==> src/rtl/instr_encoder.sv <==
// Serializes one Y86-style instruction per handshake into instruction-memory byte writes.
// Two-state FSM (IDLE/EMIT); busy mirrors the state so checkers can observe it directly.
module instr_encoder (
  input  logic        clk,
  input  logic        rst,
  input  logic        in_valid,
  output logic        in_ready,
  input  logic [3:0]  in_icode,
  input  logic [3:0]  in_ifun,
  input  logic [3:0]  in_rA,
  input  logic [3:0]  in_rB,
  input  logic [63:0] in_valC,
  input  logic        addr_load,
  input  logic [9:0]  addr_init,
  input  logic        err_clr,
  output logic        mem_we,
  output logic [9:0]  mem_addr,
  output logic [7:0]  mem_wdata,
  output logic        busy,
  output logic [10:0] next_addr,
  output logic [15:0] instr_count,
  output logic        inv_err,
  output logic        ovf_err
);

  typedef enum logic {IDLE, EMIT} state_t;

  state_t      r_state;
  logic [3:0]  r_rA, r_rB, r_len, r_idx;
  logic [63:0] r_valC;
  logic [10:0] r_next_addr;
  logic [15:0] r_instr_count;
  logic        r_mem_we, r_inv_err, r_ovf_err;
  logic [9:0]  r_mem_addr;
  logic [7:0]  r_mem_wdata;

  logic [3:0]  w_len;
  logic [11:0] w_end;
  logic        w_xfer;
  logic [2:0]  w_sh;
  logic [7:0]  w_byte;

  function automatic logic [3:0] len_of(input logic [3:0] icode);
    case (icode)
      4'h0, 4'h1, 4'h9:       return 4'd1;
      4'h2, 4'h6, 4'hA, 4'hB: return 4'd2;
      4'h7, 4'h8:             return 4'd9;
      4'h3, 4'h4, 4'h5:       return 4'd10;
      default:                return 4'd0;
    endcase
  endfunction

  // Handshake: a transfer happens on a posedge where in_valid && in_ready; in_ready
  // depends only on state, addr_load and rst, never on in_valid.
  assign in_ready = (r_state == IDLE) && !addr_load && !rst;
  assign w_xfer   = in_valid && in_ready;
  assign w_len    = len_of(in_icode);
  assign w_end    = {1'b0, r_next_addr} + {8'b0, w_len};

  // Byte 0 goes out at acceptance; this selects bytes 1..len-1 from latched fields.
  always_comb begin
    w_sh   = (r_len == 4'd9) ? 3'(4'd8 - r_idx) : 3'(4'd9 - r_idx);
    w_byte = {r_rA, r_rB};
    if (r_len == 4'd9 || (r_len == 4'd10 && r_idx >= 4'd2))
      w_byte = 8'(r_valC >> {w_sh, 3'b000});
  end

  always_ff @(posedge clk) begin
    if (rst) begin
      r_state       <= IDLE;
      r_rA          <= '0;
      r_rB          <= '0;
      r_len         <= '0;
      r_idx         <= '0;
      r_valC        <= '0;
      r_next_addr   <= '0;
      r_instr_count <= '0;
      r_mem_we      <= 1'b0;
      r_mem_addr    <= '0;
      r_mem_wdata   <= '0;
      r_inv_err     <= 1'b0;
      r_ovf_err     <= 1'b0;
    end else begin
      if (err_clr) begin
        r_inv_err <= 1'b0;
        r_ovf_err <= 1'b0;
      end
      case (r_state)
        IDLE: begin
          r_mem_we <= 1'b0;
          if (addr_load) begin
            r_next_addr <= {1'b0, addr_init};
          end else if (w_xfer) begin
            if (w_len == 4'd0) begin
              r_inv_err <= 1'b1;
            end else if (w_end > 12'd1024) begin
              r_ovf_err <= 1'b1;
            end else begin
              r_rA        <= in_rA;
              r_rB        <= in_rB;
              r_valC      <= in_valC;
              r_len       <= w_len;
              r_idx       <= 4'd1;
              r_state     <= EMIT;
              r_mem_we    <= 1'b1;
              r_mem_addr  <= r_next_addr[9:0];
              r_mem_wdata <= {in_icode, in_ifun};
              r_next_addr <= r_next_addr + 11'd1;
            end
          end
        end
        EMIT: begin
          if (r_idx == r_len) begin
            r_state       <= IDLE;
            r_mem_we      <= 1'b0;
            r_instr_count <= r_instr_count + 16'd1;
          end else begin
            r_mem_we    <= 1'b1;
            r_mem_addr  <= r_next_addr[9:0];
            r_mem_wdata <= w_byte;
            r_next_addr <= r_next_addr + 11'd1;
            r_idx       <= r_idx + 4'd1;
          end
        end
        default: r_state <= IDLE;
      endcase
    end
  end

  assign busy        = (r_state == EMIT);
  assign mem_we      = r_mem_we;
  assign mem_addr    = r_mem_addr;
  assign mem_wdata   = r_mem_wdata;
  assign next_addr   = r_next_addr;
  assign instr_count = r_instr_count;
  assign inv_err     = r_inv_err;
  assign ovf_err     = r_ovf_err;

endmodule

==> config.mk <==
export PLATFORM = sky130hd
export DESIGN_NAME = instr_encoder
export DESIGN_NICKNAME = d
export VERILOG_FILES = /design/src/rtl/instr_encoder.sv
export SDC_FILE = /design/constraint.sdc
export NUM_CORES = 1
export LEC_CHECK = 0
export BUFFER_PORTS_ARGS = -buffer_cell sky130_fd_sc_hd__buf_2
export CORE_ASPECT_RATIO = 0.7
export CORE_MARGIN = 3
export CORE_UTILIZATION = 40
export CTS_CLUSTER_SIZE = 8
export DETAILED_ROUTE_END_ITERATION = 10
export PLACE_DENSITY = 0.73
export SLEW_MARGIN = 20
export SYNTH_ARGS = -nofsm -noshare
export SYNTH_HDL_FRONTEND = slang
export SYNTH_SLANG_ARGS = --single-unit
export TNS_END_PERCENT = 100
==> constraint.sdc <==
create_clock -name clk -period 3.9 [get_ports clk]
set_input_delay 0.195 -clock clk [delete_from_list [all_inputs] [get_ports clk]]
set_output_delay 0.195 -clock clk [all_outputs]
set_load 0.05 [all_outputs]
### Word level (Yosys, flattened, before mapping)

Memories as Yosys holds them, arrays and structs flattened.
Index checks and enable logic that the tools add are counted.
Widths: inputs -> output; s select.

* add/sub/neg operators: 6
* $lt $le $gt $ge: 2
* eq/ne operators: 11
* shifts and indexed selects: 1
* muxes and demuxes: 43
* bitwise gates (word level): 4
* reductions and logical operators: 12

Operators by type and width (number)
* $shr 64x6->8: 1
* $mux 11: 5
* $mux 10: 5
* $mux 8: 6
* $pmux 11 s2: 1
* $mux 4: 5
* $pmux 10 s2: 1
* $add 16x1->16 const B: 1
* $mux 1: 16
* $pmux 8 s2: 1
* $add 11x4->12: 1
* $gt 12x11->1 const B: 1
* $add 11x1->11 const B: 1
* $ne 2x2->1 const B: 5
* $reduce_and 5->1: 2
* $ne 3x3->1 const B: 3
* $eq 4x4->1 const B: 2
* $pmux 4 s2: 1
* $sub 1x3->3 const A: 2
* $add 4x1->4 const B: 1
* $eq 4x4->1: 1
* $ge 4x2->1 const B: 1
* $logic_and 1x1->1: 4
* $logic_not 4->1: 1
* other kinds (7): 11

* register bits: 128
* ROM bits: 48
* input port bits: 95
* output and inout port bits: 50
* memories kept: 1

Memory list
* (name not given): words 16, bits a word 3, read ports 1, clocked after memory_dff 0, wr ports 0, RTL line 44 `case (icode)`

### Logic depth before layout (Yosys ltp)

An unclocked memory read counts as a cell.

* depth in word-level cells: 8
* depth in mapped cells: 14
* gate-level depth less buffers: 12

### Worst setup path after synthesis

Ideal clock, no wire load.

* path kind: input -> register
* start: in in_icode[2]
* end: reg r_next_addr[10] (netlist: next_addr[10])
* setup time: 0.123 ns
* data arrival time: 2.853 ns
* slack: 0.924 ns
* cell stages on the path: 10
* path buffers: 2
* path through: clkbuf_1 mux2_2 fa_1 a31o_2 a31oi_1 a2111oi_4 or2_1 buf_4 o2111ai_1 mux2_1

* longest elaborated chain between the ends: 5
* elaborated cells on any way between the ends: 7
* those cells by class: 1 x add/sub; 1 x order compare; 2 x eq/ne; 2 x reduce/logical; 1 x memory

RTL lines
* from (decl): RTL line 8 `input logic [3:0] in_icode,`
* $mem_v2 16x3 (*)
* named net w_len[1]: RTL line 37 `logic [3:0] w_len;`
* $add 11x4->12: RTL line 58 `assign w_end = {1'b0, r_next_addr} + {8'b0, w_len};`
* $gt 12x11->1: RTL line 96 `end else if (w_end > 12'd1024) begin`
* $ne 3x3->1 (no source line)
* $reduce_and 4->1 (no source line) (*)
* to (signal assigned): RTL line 92 `r_next_addr <= {1'b0, addr_init};`
* to (signal assigned): RTL line 108 `r_next_addr <= r_next_addr + 11'd1;`
* to (signal assigned): RTL line 121 `r_next_addr <= r_next_addr + 11'd1;`
* to (decl): RTL line 31 `logic [10:0] r_next_addr;`

Mark *: on every way through the listed nets, which the timed path passes. The rest lies on a longest branch.
A chain may end at the register's enable or synchronous reset.

### Worst setup path after layout

* start: reg r_next_addr[0] (netlist: next_addr[0])
* end: reg r_mem_wdata[7] (netlist: mem_wdata[7])

* longest elaborated chain between the ends: 4

RTL lines
* $add 11x4->12: RTL line 58
* $gt 12x11->1: RTL line 96
* $ne 2x2->1 (no source line)
* $reduce_and 5->1 (no source line)
* to (signal assigned): RTL line 107 `r_mem_wdata <= {in_icode, in_ifun};`
* to (signal assigned): RTL line 120 `r_mem_wdata <= w_byte;`
* to (decl): RTL line 35 `logic [7:0] r_mem_wdata;`

No other way between the ends.

==> impl_metrics.env <==
export IMPL_cap_viol_max_count=0
export IMPL_initial_utilization_pct=41.3
export IMPL_start_kind="flop"
export IMPL_grt_usage_pct=21.7
export IMPL_clockPowerShare_pct=47.2
export IMPL_fill_cells=1512
export IMPL_antenna_found_initial=1
export IMPL_gp_congestion=0.857
export IMPL_fmax_mhz=322
export IMPL_synth_flop_cell="dfxtp_1"
export IMPL_power_density_nw_per_um2=436
export IMPL_tritoncts="done"
export IMPL_power_internal_mw=2.46
export IMPL_min_from="in_valC[49]"
export IMPL_seqPwrFrac_pct=40.9
export IMPL_syn_nets=904
export IMPL_skew_ns=0.00893
export IMPL_clk_pin_slew_worst_paths_ns=0.06
export IMPL_rows=38
export IMPL_slowest_stage="nor2_1"
export IMPL_die_w_um=158
export IMPL_sw_frac_of_total_pct=27.3
export IMPL_required_ns=4.22
export IMPL_die_h_um=112
export IMPL_cts_made_buffers=17
export IMPL_r2r_slack_ns=0.80
export IMPL_status="completed"
export IMPL_hp_class="input port to flop"
export IMPL_synthCells=799
export IMPL_io_pins=145
export IMPL_path_class="flop to flop"
export IMPL_syn_avg_cell_area_um2=8.08
export IMPL_static_leakage_power_nw=2.91
export IMPL_hold_depth=3
export IMPL_nets=998
export IMPL_wl_per_cell_um=17.9
export IMPL_p_comb_share_pct=11.8
export IMPL_drive_gt1_share_pct=23.0
export IMPL_cts_max_path_buffers=2
export IMPL_cp_arrival_ns=3.42
export IMPL_grt_pass1_wl_um=30600
export IMPL_core_area_um2=15600
export IMPL_grt_pass1_vias=5717
export IMPL_cts_hold_buf=0
export IMPL_antenna_left=0
export IMPL_grt_max_degree=86
export IMPL_synth_edff_count=0
export IMPL_multiInputGateArea_um2=3520
export IMPL_drt_pre_antenna_iters=5
export IMPL_path_cells="ha_1 > fa_1 > a31o_2 > a31oi_1 > a2111oi_4 > nor2_1 > nand2_1 > a211oi_1"
export IMPL_min_period_ns=3.10
export IMPL_yosysSeqAreaShare_pct=39.4
export IMPL_ys_ff_latch=127
export IMPL_syn_to_final_growth_pct=20.0
export IMPL_hold_path_end="r_valC[49]$_SDFFE_PP0P_"
export IMPL_cts_root_buf="clkbuf_16"
export IMPL_final_core_util_pct=49.5
export IMPL_rr_startpoint="next_addr[0]$_SDFFE_PP0P_"
export IMPL_power_total_mw=3.38
export IMPL_first_iter_violations=634
export IMPL_cts_sinks=127
export IMPL_power_switching_mw=0.923
export IMPL_die_area_um2=17700
export IMPL_yosysUniqueCellTypes=60
export IMPL_ir_worst_vdd_mv=0.225
export IMPL_dpl_hpwl_um=13500
export IMPL_vias=6442
export IMPL_post_cts_buffers=0
export IMPL_hold_viol=0
export IMPL_setup_tns_ns=0
export IMPL_vias_per_cell=5.82
export IMPL_worstMarginPinSlew_ns=0.916
export IMPL_wirelength_um=19800
export IMPL_setup_viol=0
export IMPL_r2r_cells=8
export IMPL_insertion_delay_ns=0.41
export IMPL_cts_htree_levels=4
export IMPL_drc=0
export IMPL_grt_overflow=0
export IMPL_port_buffers=144
export IMPL_cp_end_kind="flop"
export IMPL_maxSlewViolCount=0
export IMPL_maxSlewHeadroom_pct=37.7
export IMPL_synth_warning_count=0
export IMPL_register_area_um2=2540
export IMPL_max_stage_delay_ns=0.63
export IMPL_r2r_end="mem_wdata[7]$_SDFFE_PP0P_"
export IMPL_cts_resized=0
export IMPL_finalCritPeriodShare_pct=79.5
export IMPL_ys_async_sr_fraction_pct=0
export IMPL_syn_area_um2=6450
export IMPL_critPathMaxFanout=12
export IMPL_rsz0062_at_grt="no"
per-layer routing:
layer	vias to the layer above	part of all wire [%]	GRT usage (%)
li1	3121	-	-
met1	3025	48	33.7
met2	274	42	29.7
met3	22	8.1	5.05
met4	0	1.5	5.90
met5	-	0	0
sequential cells by signal, summed over array words and instances, names as in the netlist:
register / flops
inv_err: 1
instr_count: 16
ovf_err: 1
r_rA: 4
mem_we: 1
next_addr: 11
r_idx: 4
mem_wdata: 8
mem_addr: 10
r_len: 3
r_valC: 64
r_rB: 4
synthesized netlist by cell type, drive strengths merged (2+ instances only):
library cell	number	area (um2)
xnor2	11	96.3
o22ai	33	206
a21oi	109	546
a31o	2	17.5
nand2	23	86.3
buf	36	224
a211oi	10	80.1
clkbuf	44	165
nand4	5	31.3
mux2i	5	57.6
nor2	38	143
o32ai	4	35.0
nor3b	2	15.0
nor2b	11	68.8
and4	6	52.6
nor3	39	200
inv	7	26.3
o21ai	95	475
and2	2	12.5
a31oi	2	18.8
nand2b	10	62.6
o2111ai	2	17.5
o211ai	2	15.0
ha	9	113
dfxtp	127	2540
a2111oi	10	140
or3	3	18.8
mux2	4	45.0
and3	12	75.1
nand3	102	510
nor4	4	40.0
xor2	16	140
area by class of cell:
class / instances / share of cell area (%)
Antenna cell: 1 / 0.0323
Clock buffer: 19 / 5.85
Clock inverter: 12 / 1.73
Inverter: 7 / 0.339
Multi-Input combinational cell: 585 / 45.4
Sequential cell: 127 / 32.8
Tap cell: 200 / 3.23
Timing Repair Buffer: 155 / 10.6
power by group through the flow:
stage               Clock (mW)  Sequential (mW)  Combinational, mW
floorplan                    0             1.45              0.232
global placement             0             1.41              0.388
detailed placement           0             1.41              0.394
CTS                       1.61             1.38              0.396
global route              1.67             1.39              0.432
finish                    1.60             1.38              0.399
logic make-up after synthesis:
logic type                 count (synthesis)  share of synthesized area, %
AOI/OAI and AO/OA                        279                          26.1
and+or+nand+nor                          260                          20.8
DFF                                      127                          39.4
buffers and inverters                     87                          6.44
xor gates and xnor gates                  27                          3.66
adders and majority gates                 10                          2.05
muxes                                      9                          1.59
stage by stage:
| step | cells | area, um2 | setup WS (ns) | hold slack, ns |
|---|---|---|---|---|
| 2_1_floorplan | 799 | 6450 | 0.924 | 0.343 |
| 3_3_place_gp | 1074 | 7160 | 0.678 | 0.450 |
| 3_5_place_dp | 1074 | 7160 | 0.543 | 0.456 |
| 4_1_cts | 1105 | 7740 | 0.809 | 0.0207 |
| 5_1_grt | 1106 | 7750 | 0.562 | 0.0213 |
| 6_report | 1106 | 7750 | 0.798 | 0.0293 |
worst max path at each step:
stage          slack [ns]                    endpoint                      start  cells past startpoint
3_5_place_dp         0.54   mem_wdata[7]$_SDFFE_PP0P_                in_icode[1]                     13
3_3_place_gp         0.68   mem_wdata[3]$_SDFFE_PP0P_                in_icode[1]                     13
6_report             0.80   mem_wdata[7]$_SDFFE_PP0P_  next_addr[0]$_SDFFE_PP0P_                      8
5_1_grt              0.56   mem_wdata[7]$_SDFFE_PP0P_  next_addr[0]$_SDFFE_PP0P_                      8
2_1_floorplan        0.92  next_addr[10]$_SDFFE_PP0P_                in_icode[2]                     10
4_1_cts              0.81   mem_wdata[7]$_SDFFE_PP0P_  next_addr[0]$_SDFFE_PP0P_                      8
worst max-delay path: cells and delay by family (launching register included):
| family | cells | cell delay [ns] |
|---|---|---|
| DFF | 1 | 0.32 |
| adders and majority gates | 2 | 0.68 |
| AOI/OAI and AO/OA | 4 | 1.00 |
| and+or+nand+nor | 2 | 1.00 |
cells in the final DEF (no fill, tap or decap), drive strengths merged, types with 5 or more instances in the layout:
cell type / n
nand2: 23
nand3: 102
and3: 12
a211oi: 10
clkbuf: 19
o22ai: 33
inv: 10
xnor2: 11
ha: 9
o21ai: 95
xor2: 16
buf: 155
a2111oi: 10
a21oi: 109
dfxtp: 127
clkinvlp: 5
nor3: 39
nand2b: 10
nand4: 5
mux2i: 5
nor2b: 11
nor2: 38
and4: 6
No activity file was read; power rests on OpenSTA's default activity.
